==> config.mk <==
export PLATFORM = sky130hd
export DESIGN_NAME = lcd_text_responder
export DESIGN_NICKNAME = d
export VERILOG_FILES = /design/src/rtl/lcd_text_responder.sv
export SDC_FILE = /design/constraint.sdc
export NUM_CORES = 1
export LEC_CHECK = 0
export ABC_AREA = 1
export CAP_MARGIN = 30
export CORE_MARGIN = 5
export CORE_UTILIZATION = 58
export CTS_CLUSTER_SIZE = 12
export DETAILED_ROUTE_END_ITERATION = 7
export PLACE_DENSITY = 0.72
export SYNTH_ARGS = -nofsm -noshare
export SYNTH_HDL_FRONTEND = slang
export SYNTH_SLANG_ARGS = --single-unit
==> constraint.sdc <==
create_clock -name clk -period 12.7 [get_ports clk]
set_input_delay 3.175 -clock clk [delete_from_list [all_inputs] [get_ports clk]]
set_output_delay 3.175 -clock clk [all_outputs]
set_load 0.02 [all_outputs]
==> src/rtl/lcd_text_responder.sv <==
// HD44780-style 8-bit character LCD receiver with DDRAM, address counter,
// display flags, busy-time model and a registered host read port.
module lcd_text_responder #(
  parameter int DDRAM_DEPTH  = 80,
  parameter int CMD_CYCLES   = 2000,
  parameter int CLEAR_CYCLES = 82000
) (
  input  logic       clk,
  input  logic       rst,
  input  logic       lcd_rs,
  input  logic       lcd_rw,
  input  logic       lcd_en,
  input  logic [7:0] lcd_data,
  input  logic [6:0] rd_addr,
  output logic [7:0] rd_data,
  output logic       busy,
  output logic       cmd_valid,
  output logic       cmd_rs,
  output logic [7:0] cmd_byte,
  output logic       err_busy_write,
  output logic [6:0] addr_cnt,
  output logic       disp_on,
  output logic       cursor_on,
  output logic       blink_on,
  output logic       inc_mode,
  output logic       shift_mode,
  output logic       dl_8bit
);

  localparam int WW = $clog2(CLEAR_CYCLES + 1);
  localparam logic [6:0] LAST = 7'(DDRAM_DEPTH - 1);

  typedef enum logic [1:0] {S_IDLE, S_FILL, S_WAIT} state_t;

  state_t          r_state;
  logic [6:0]      r_fill_idx;
  logic [WW-1:0]   r_wait_cnt;
  logic [7:0]      r_mem [DDRAM_DEPTH];

  logic            r_rs_m, r_rs_s, r_rs_d;
  logic            r_rw_m, r_rw_s, r_rw_d;
  logic            r_en_m, r_en_s, r_en_d;
  logic [7:0]      r_data_m, r_data_s, r_data_d;

  logic            w_strobe;
  logic            w_wr;
  logic            w_we;
  logic [6:0]      w_waddr;
  logic [7:0]      w_wdata;

  assign w_strobe = r_en_d & ~r_en_s;
  assign w_wr     = w_strobe & ~r_rw_d;

  function automatic logic [6:0] f_step(input logic [6:0] a,
                                        input logic       up);
    if (up) return (a == LAST) ? 7'd0 : a + 7'd1;
    else    return (a == 7'd0) ? LAST : a - 7'd1;
  endfunction

  // Two-flop synchronisers plus one delay stage for edge detection
  always_ff @(posedge clk) begin
    if (rst) begin
      {r_rs_m, r_rs_s, r_rs_d} <= '0;
      {r_rw_m, r_rw_s, r_rw_d} <= '0;
      {r_en_m, r_en_s, r_en_d} <= '0;
      r_data_m <= '0;
      r_data_s <= '0;
      r_data_d <= '0;
    end else begin
      r_rs_m   <= lcd_rs;   r_rs_s   <= r_rs_m;   r_rs_d   <= r_rs_s;
      r_rw_m   <= lcd_rw;   r_rw_s   <= r_rw_m;   r_rw_d   <= r_rw_s;
      r_en_m   <= lcd_en;   r_en_s   <= r_en_m;   r_en_d   <= r_en_s;
      r_data_m <= lcd_data; r_data_s <= r_data_m; r_data_d <= r_data_s;
    end
  end

  // Single DDRAM write port: fill pattern or an accepted data byte
  always_comb begin
    w_we    = 1'b0;
    w_waddr = r_fill_idx;
    w_wdata = 8'h20;
    if (r_state == S_FILL) begin
      w_we = 1'b1;
    end else if (!rst && r_state == S_IDLE && w_wr && r_rs_d) begin
      w_we    = 1'b1;
      w_waddr = addr_cnt;
      w_wdata = r_data_d;
    end
  end

  // DDRAM storage, no reset so it maps onto RAM
  always_ff @(posedge clk) begin
    if (w_we) r_mem[w_waddr] <= w_wdata;
  end

  // Registered host read; out-of-range addresses read as zero
  always_ff @(posedge clk) begin
    if (rst) rd_data <= 8'h00;
    else if ({1'b0, rd_addr} < 8'(DDRAM_DEPTH)) rd_data <= r_mem[rd_addr];
    else rd_data <= 8'h00;
  end

  // Controller FSM: command decode, fill sequencing and busy timing
  always_ff @(posedge clk) begin
    if (rst) begin
      r_state        <= S_FILL;
      r_fill_idx     <= 7'd0;
      r_wait_cnt     <= '0;
      busy           <= 1'b1;
      cmd_valid      <= 1'b0;
      cmd_rs         <= 1'b0;
      cmd_byte       <= 8'h00;
      err_busy_write <= 1'b0;
      addr_cnt       <= 7'd0;
      disp_on        <= 1'b0;
      cursor_on      <= 1'b0;
      blink_on       <= 1'b0;
      inc_mode       <= 1'b1;
      shift_mode     <= 1'b0;
      dl_8bit        <= 1'b1;
    end else begin
      cmd_valid      <= 1'b0;
      err_busy_write <= 1'b0;
      unique case (r_state)
        S_IDLE: begin
          if (w_wr) begin
            cmd_valid  <= 1'b1;
            cmd_rs     <= r_rs_d;
            cmd_byte   <= r_data_d;
            busy       <= 1'b1;
            r_state    <= S_WAIT;
            r_wait_cnt <= WW'(CMD_CYCLES);
            if (r_rs_d) begin
              addr_cnt <= f_step(addr_cnt, inc_mode);
            end else begin
              unique casez (r_data_d)
                8'b1???????: begin
                  if ({1'b0, r_data_d[6:0]} < 8'(DDRAM_DEPTH))
                    addr_cnt <= r_data_d[6:0];
                  else
                    addr_cnt <= 7'd0;
                end
                8'b01??????: begin
                end
                8'b001?????: dl_8bit <= r_data_d[4];
                8'b0001????: begin
                  if (!r_data_d[3])
                    addr_cnt <= f_step(addr_cnt, r_data_d[2]);
                end
                8'b00001???: begin
                  disp_on   <= r_data_d[2];
                  cursor_on <= r_data_d[1];
                  blink_on  <= r_data_d[0];
                end
                8'b000001??: begin
                  inc_mode   <= r_data_d[1];
                  shift_mode <= r_data_d[0];
                end
                8'b0000001?: begin
                  addr_cnt   <= 7'd0;
                  r_wait_cnt <= WW'(CLEAR_CYCLES);
                end
                8'b00000001: begin
                  addr_cnt   <= 7'd0;
                  inc_mode   <= 1'b1;
                  r_state    <= S_FILL;
                  r_fill_idx <= 7'd0;
                  r_wait_cnt <= WW'(CLEAR_CYCLES - DDRAM_DEPTH);
                end
                default: begin
                  busy    <= 1'b0;
                  r_state <= S_IDLE;
                end
              endcase
            end
          end
        end
        S_FILL: begin
          if (w_wr) err_busy_write <= 1'b1;
          r_fill_idx <= r_fill_idx + 7'd1;
          if (r_fill_idx == LAST) begin
            if (r_wait_cnt != '0) begin
              r_state <= S_WAIT;
            end else begin
              r_state <= S_IDLE;
              busy    <= 1'b0;
            end
          end
        end
        S_WAIT: begin
          if (w_wr) err_busy_write <= 1'b1;
          if (r_wait_cnt <= WW'(1)) begin
            r_wait_cnt <= '0;
            r_state    <= S_IDLE;
            busy       <= 1'b0;
          end else begin
            r_wait_cnt <= r_wait_cnt - WW'(1);
          end
        end
        default: begin
          r_state <= S_IDLE;
          busy    <= 1'b0;
        end
      endcase
    end
  end

endmodule

# [Word level (Yosys, flattened, before mapping)]
# Memories as Yosys holds them, arrays and structs flattened. A register that Yosys moved wholly into a read port is not among the register bits.
# Cells that the tools add are included.
[word_totals] register_bits=84 ramBits=640 inputBits=20 out_inout_bits=33 elab_cells=130 mem_count=1
[memory_table] name="r_mem" depth=80 width=8 read_ports=1 rd_ports_with_merged_regs=1 write_ports=1 line="38" source="logic [7:0] r_mem [DDRAM_DEPTH];"
[classes] n_addsub=4 magnitude_cmp=3 n_eq_ne=18 n_mux=41 bitwise=8 reduce_logical=28
[op_table] op="$mux 7" count=12
[op_table] op="$pmux 17 s2" count=2
[op_table] op="$mux 17" count=3
[op_table] op="$reduce_and 4->1" count=7
[op_table] op="$pmux 7 s3" count=1
[op_table] op="$le 17x1->1 const B" count=1
[op_table] op="$reduce_bool 17->1" count=1
[op_table] op="$sub 17x1->17 const B" count=1
[op_table] op="$mux 8" count=2
[op_table] op="$add 7x1->7 const B" count=2
[op_table] op="$eq 7x7->1 const B" count=2
[op_table] op="$lt 7x7->1 const B" count=2
[op_table] op="$pmux 7 s2" count=1
[op_table] op="$mux 1" count=11
[op_table] op="$mux 2" count=5
[op_table] op="$reduce_or 2->1" count=5
[op_table] op="$eq 8x1->1 const B" count=1
[op_table] op="$ne 2x2->1 const B" count=4
[op_table] op="$reduce_or 8->1" count=1
[op_table] op="$eq 7x1->1 const B" count=1
[op_table] op="$logic_not 7->1" count=1
[op_table] op="$reduce_or 7->1" count=1
[op_table] op="$sub 7x1->7 const B" count=1
[op_table] op="$eq 6x1->1 const B" count=1
[op_table] op="20 further kinds" count=33

# [Longest topological paths before layout]
# Gate-level depths: netlist of the first run.
[depth] word_depth=9 depth_mapped=14 depth_no_buf=13

# [Worst setup path after synthesis of the first run]
# Ideal clock, no wire load.
[synth_timing] kind="input-to-reg" start="in rst" end="mem r_mem[0][0] (data pin)" setup_ns=0.573 t_arrival_ns=5.702 required_time_ns=12.127 setup_slack_ns=6.425 path_stages=5 n_path_buf=2 path_cell_list="clkbuf_1 > nor2_4 > nand3_4 > buf_4 > nor2_1"
[synth_between] elab_chain_cells=6
[synth_rtl] element="from (decl)" line="9" source="input logic rst,"
[synth_rtl] element="$logic_not 1->1" line="84" source="end else if (!rst && r_state == S_IDLE && w_wr && r_rs_d) begin"
[synth_rtl] element="$logic_and 1x1->1 (3 in a row)" line="84"
[synth_rtl] element="$mux 8" line="84"
[synth_rtl] element="$mux 8" line="82" source="if (r_state == S_FILL) begin"
[synth_rtl] element="named net w_wdata[0]" line="49" source="logic [7:0] w_wdata;"
[synth_rtl] element="to (decl)" line="38"
# The timed path passes the listed nets, and every way through them passes these cells.

# [Final worst setup path of the first run]
[layout_timing] start="in rd_addr[0]" end="reg rd_data[3], read port of r_mem"
[layout_between] elab_chain_cells=3
[layout_rtl] element="from (decl)" line="14" source="input logic [6:0] rd_addr,"
[layout_rtl] element="$lt 7x7->1" line="99" source="else if ({1'b0, rd_addr} < 8'(DDRAM_DEPTH)) rd_data <= r_mem[rd_addr];"
[layout_rtl] element="$not 1->1 (no source line)"
[layout_rtl] element="$reduce_or 2->1 (no source line)"
[layout_rtl] element="to (decl)" line="15" source="output logic [7:0] rd_data,"
# Several ways; a longest one is shown, not always the timed one.
# A chain may end at the register's enable or synchronous reset.

==> results of run 1 <==
[sequential cells by signal, summed over array words and instances, names as in the netlist, 2 cells and up]
signal / count
r_mem: 640
r_wait_cnt: 17
cmd_byte: 8
r_data_d: 8
r_data_m: 8
r_data_s: 8
rd_data: 8
addr_cnt: 7
r_fill_idx: 7
r_state: 2
[synthesized netlist by cell type, types with 3 or more instances]
cell type and n:
nand2_1 820, edfxtp_1 640, nand3_1 416, nor2_1 373
inv_1 218, o21ai_0 127, dfxtp_1 92, clkbuf_1 91
a21oi_1 52, buf_1 31, buf_2 27, o211ai_1 25
nand4_1 21, ha_1 10, xor2_1 9, nor3_1 8
o221ai_1 8, inv_2 6, xnor2_1 6, clkinv_1 4
o21ai_2 4, o21ai_1 3
[worst paths after layout]
kind / slack, ns / end
max reg2reg: 8.66 / r_mem[60][1]
min reg2reg: 0.40 / r_data_s[2]
min: 0.40 / r_data_s[2]
max: 6.43 / rd_data[3]
[cells by family (layout without fill, tap and decap cells)]
logic type	Yosys count	after routing
xor gates and xnor gates	15	15
adders and majority gates	10	10
buffers and inverters	379	439
AOI/OAI and AO/OA	227	227
and+or+nand+nor	1647	1647
DFF	732	732
[critical path, delay by kind of cell]
kind | cells | cell delay [ns]
simple gates | 10 | 1.26
buf+inv | 4 | 2.11
[power by group through the flow]
stage / clock [mW] / sequential [mW] / combinational [mW]
6_report: 2.09 / 2.66 / 0.522
5_1_grt: 2.23 / 2.66 / 0.572
4_1_cts: 2.11 / 2.66 / 0.514
3_5_place_dp: 0 / 2.71 / 0.511
3_3_place_gp: 0 / 2.71 / 0.492
2_1_floorplan: 0 / 2.71 / 0.342
[area by class of cell]
type,count,area [um^2]
clock inverters,20,198
multi-input cells,1899,8410
well taps,688,861
inverters,228,866
fillers,4064,18300
flip-flops and latches,732,21100
repair buffers,85,911
clock buffers,106,2080
[per-stage QoR]
stage                     hold WS [ns]  setup WS (ns)  total power, mW
after CTS                        0.397           6.53             5.29
after global placement           0.391           5.85             3.20
after floorplan                  0.388           6.42             3.05
after detailed placement         0.392           5.91             3.22
final                            0.396           6.43             5.27
after global routing             0.415           6.20             5.46
[per-layer routing]
layer / vias up / track usage
li1: 10171 / -
met1: 10302 / 0.370
met2: 1047 / 0.432
met3: 161 / 0.0499
met4: 2 / 0.0937
met5: - / 0
==> metrics.yaml, run 1 <==
synthMuxAreaShare: 0
clk_transition_reported_paths_ns: 0.06
ys_warn_count: 0
clkPwrFrac: 0.396
async_flop_share: 0
startpoint_type: "primary input"
grt_pass1_vias: 21114
cp_cell_sequence: "buf_8, inv_8, buf_16, buf_4, nand2_1, nand3_1, nand3_1, nand2_1, nand2_1, nand3_1, nand2_1, nor2_1, nor2_1, nor2_1"
arrival_ns: 6.80
timing.fmax_mhz: 160
avgViaCountPerCell: 5.77
yosys.area_share.xor_xnor: 0.00425
worst-path-max-fanout: 180
path_class: "primary input to register"
cpMostUsedCell: "nand2_1"
syn_inst: 3010
post_cts_resized: 0
synth_cell_types: 36
setup_tns_ns: 0
placed_area_um2: 32100
ys.flop_type: "edfxtp_1"
syn2layout_area_growth_pct: 11.4
yosys.area.top_type: "edfxtp_1"
dr_wl_met2_um: 36200
fin_crit_ns: 6.27
dr.pass1.iters: 6
core_um2: 52700
fin_util: 0.653
slowest_stage: "buf_4"
finalCritPeriodShare: 0.493
combPwrFrac: 0.099
cap_viol_max_count: 0
dieWidth_um: 241
top_layer: "met5"
grt_first_pass_wirelength_um: 119000
tightest_slew_ns: 1.16
powerDensity_nw_per_um2: 153
cts_root_buf: "clkbuf_16"
design_area_um2: 34400
final_cells: 3758
synth_top_area_frac: 0.622
routedWlPerCell_um: 20.6
slowest_delay_ns: 0.82
status: "finished clean"
yosys-top-cells-area: "edfxtp_1 (62%), nand2_1 (10%), nand3_1 (6.7%)"
dp_cells: 3630
cts-buffers-inserted: 77
r2r_cells: 8
cts_max_level: 3
fin_worst_skew_ns: 0.0258
whs_path_depth: 2
met3RoutedLength_um: 7440
endpoint_kind: "register"
final_nets: 3053
syn_nets: 3040
grt_max_degree: 181
hold_viol: 0
hold_class: "register to register"
setup_violations: 0
pwr-share-seq: 0.504
ant_nets: 0
power.static_leakage_nw: 13.3
power.switching_mw: 1.27
m1WireLength_um: 31100
post-cts-setup-buffer-count: 0
startpoint: "rd_addr[0]"
max_slew_margin: 0.230
yosys.area_share.simple: 0.221
antenna_found_initial: 1
synth_top_family_by_area: "simple AND/OR/NAND/NOR gates"
synth_compound_gate_area_share: 0.0411
ys_seq_elements: 732
rows: 84
layout_common_cells: "nand2_1 (819), edfxtp_1 (640), nand3_1 (416)"
place_congestion: 0.896
ir_drop_mv: 0.121
yosysSeqAreaShare: 0.682
die_y_um: 241
initial_core_util: 0.586
cts_hold_buf: 0
cp.required_ns: 13.23
port_buffers: 52
drtIter0Drc: 2237
power_switching_share: 0.240
cts_tree: "yes"
grt_setup_unrepaired: "no"
hpwl_um: 45400
layout_commonest_cell: "nand2_1"
clockBufferDepth: 3
p_int_mw: 4.00
gr-total-overflow: 0
netlist_area_um2: 30900
yosys.area_share.adder: 0.00405
clock_latency_ns: 0.61
timing.rr.start: "r_state[1]"
grt_usage: 0.267
io-pin-count: 53
min-delay-start: "r_data_m[2]"
drt_wl_total_um: 77200
dieArea_um2: 58000
synth_area_per_cell_um2: 10.3
layout-drive-gt1-share: 0.0528
vias: 21683
cts_sinks: 732
post-route-drc-count: 0
synth_edf_count: 640
maxSlewViolCount: 0
diodes: 0
(Power assumes the default switching activity.)
==> run 2: changes to the inputs <==
--- a/config.mk
+++ b/config.mk
@@ -8,10 +8,10 @@
 export ABC_AREA = 1
 export CAP_MARGIN = 30
 export CORE_MARGIN = 5
-export CORE_UTILIZATION = 58
+export CORE_UTILIZATION = 56
 export CTS_CLUSTER_SIZE = 12
 export DETAILED_ROUTE_END_ITERATION = 7
-export PLACE_DENSITY = 0.72
+export PLACE_DENSITY = 0.73
 export SYNTH_ARGS = -nofsm -noshare
 export SYNTH_HDL_FRONTEND = slang
 export SYNTH_SLANG_ARGS = --single-unit
==> constraint.sdc (replaced) <==
create_clock -name clk -period 5.2 [get_ports clk]
set_input_delay 1.3 -clock clk [delete_from_list [all_inputs] [get_ports clk]]
set_output_delay 1.3 -clock clk [all_outputs]
set_load 0.02 [all_outputs]
==> run 2 against run 1 <==
Critical path depth shrank 6. Clock power grew 140%. Wire length grew 2.2%. Clock-buffer cell count grew 3. Worst hold slack is essentially flat. Non-clock buffer count grew 18. Combinational power grew 140%. Largest power group unchanged. Design area grew 0.46%.
==> metrics.yaml, run 2 (synthesis gave the netlist of run 1 again) <==
post-route-drc-count: 0
avgViaCountPerCell: 5.77
cts_max_level: 3
hold_viol: 0
hold_class: "register to register"
startpoint_type: "register"
layout_commonest_cell: "nand2_1"
post_cts_resized: 0
cts-buffers-inserted: 76
clock_latency_ns: 0.62
post-cts-setup-buffer-count: 0
grt_first_pass_wirelength_um: 122000
largest-register: "r_mem"
final_cells: 3796
fin_worst_skew_ns: 0.0267
routedWlPerCell_um: 20.8
ant_nets: 0
dieArea_um2: 59900
grt_usage: 0.262
combPwrFrac: 0.099
hpwl_um: 47400
drt_wl_total_um: 78900
die_y_um: 245
pwr-share-seq: 0.507
rows: 86
maxSlewViolCount: 0
dp_cells: 3666
initial_core_util: 0.563
io-pin-count: 53
port_buffers: 52
power.static_leakage_nw: 13.4
power.switching_mw: 3.11
core_um2: 54900
power_switching_share: 0.243
fin_crit_ns: 3.85
max_slew_margin: 0.293
largest_reg_flops: 640
setup_tns_ns: 0
grt_max_degree: 203
grt_setup_unrepaired: "no"
tightest_slew_ns: 1.06
ir_drop_mv: 0.284
cts_root_buf: "clkbuf_16"
path_class: "register to register"
dieWidth_um: 245
arrival_ns: 4.09
cp.required_ns: 5.44
endpoint_kind: "register"
status: "finished clean"
diodes: 0
p_int_mw: 9.71
clk_transition_reported_paths_ns: 0.06
clkPwrFrac: 0.394
cts_sinks: 732
dr_wl_met2_um: 37500
worst-path-max-fanout: 19
regToRegSetupSlack_ns: 1.35
cts_tree: "yes"
fin_util: 0.629
slowest_delay_ns: 0.80
worst_slack_ns: 1.35
top_layer: "met4"
m1WireLength_um: 31700
setup_violations: 0
layout-drive-gt1-share: 0.0585
grt_pass1_vias: 21295
drtIter0Drc: 2565
place_ws_ns: 0.917
layout_common_cells: "nand2_1 (819), edfxtp_1 (640), nand3_1 (416)"
cap_viol_max_count: 0
top_regs: "r_mem x640, r_wait_cnt x17"
dr.pass1.iters: 6
critPathTopFamily: "simple AND/OR/NAND/NOR gates"
met3RoutedLength_um: 7730
place_congestion: 0.893
powerDensity_nw_per_um2: 371
placed_area_um2: 32200
gr-total-overflow: 0
antenna_found_initial: 0
cp_cell_sequence: "inv_1, ha_1, nand4_4, nor2_4, nand3_4, o21ai_2, nand4_1, nor2_1"
design_area_um2: 34500
slowest_stage: "nor2_1"
final_nets: 3070
cp_num_buf_inv: 1
cts_hold_buf: 0
clockBufferDepth: 3
syn2layout_area_growth_pct: 11.9
timing.fmax_mhz: 260
vias: 21907
finalCritPeriodShare: 0.740
==> run 2: stage by stage <==
stage / hold slack [ns] / total power [mW]
final: 0.396 / 12.8
after global routing: 0.414 / 13.3
after CTS: 0.399 / 12.9
after detailed placement: 0.392 / 7.86
after global placement: 0.391 / 7.83
after floorplan: 0.388 / 7.44
==> run 2: final timing paths <==
check               from      endpoint  cells past startpoint
min          r_data_m[6]   r_data_s[6]                      2
min reg2reg  r_data_m[6]   r_data_s[6]                      2
max reg2reg   r_state[1]  r_mem[20][6]                      8
max           r_state[1]  r_mem[20][6]                      8
==> run 2: area by class of cell <==
cell class,instances,area [um^2]
clock buffer,109,2170
clock inverter,21,125
fill,4231,20300
inverter,228,866
multi-input combinational,1899,8410
sequential,732,21100
tap,704,881
timing repair buffer,103,1030
==> run 2: power groups by stage <==
stage               combinational (mW)  sequential [mW]  clock (mW)
finish                            1.27             6.49        5.05
global route                      1.40             6.50        5.36
CTS                               1.25             6.49        5.11
detailed placement                1.25             6.61           0
global placement                  1.22             6.61           0
floorplan                        0.835             6.61           0
==> run 2: layer usage <==
layer | GRT usage | up-vias
li1 | - | 10215
met1 | 0.362 | 10397
met2 | 0.427 | 1152
met3 | 0.0510 | 143
met4 | 0.0810 | 0
met5 | 0 | -
==> run 2: worst reg2reg max path, cell delays in order, from the launching register on <==
cell     delay (ns)
dfxtp_1        0.32
inv_1          0.10
ha_1           0.31
nand4_4        0.24
nor2_4         0.19
nand3_4        0.33
o21ai_2        0.49
nand4_1        0.71
nor2_1         0.80
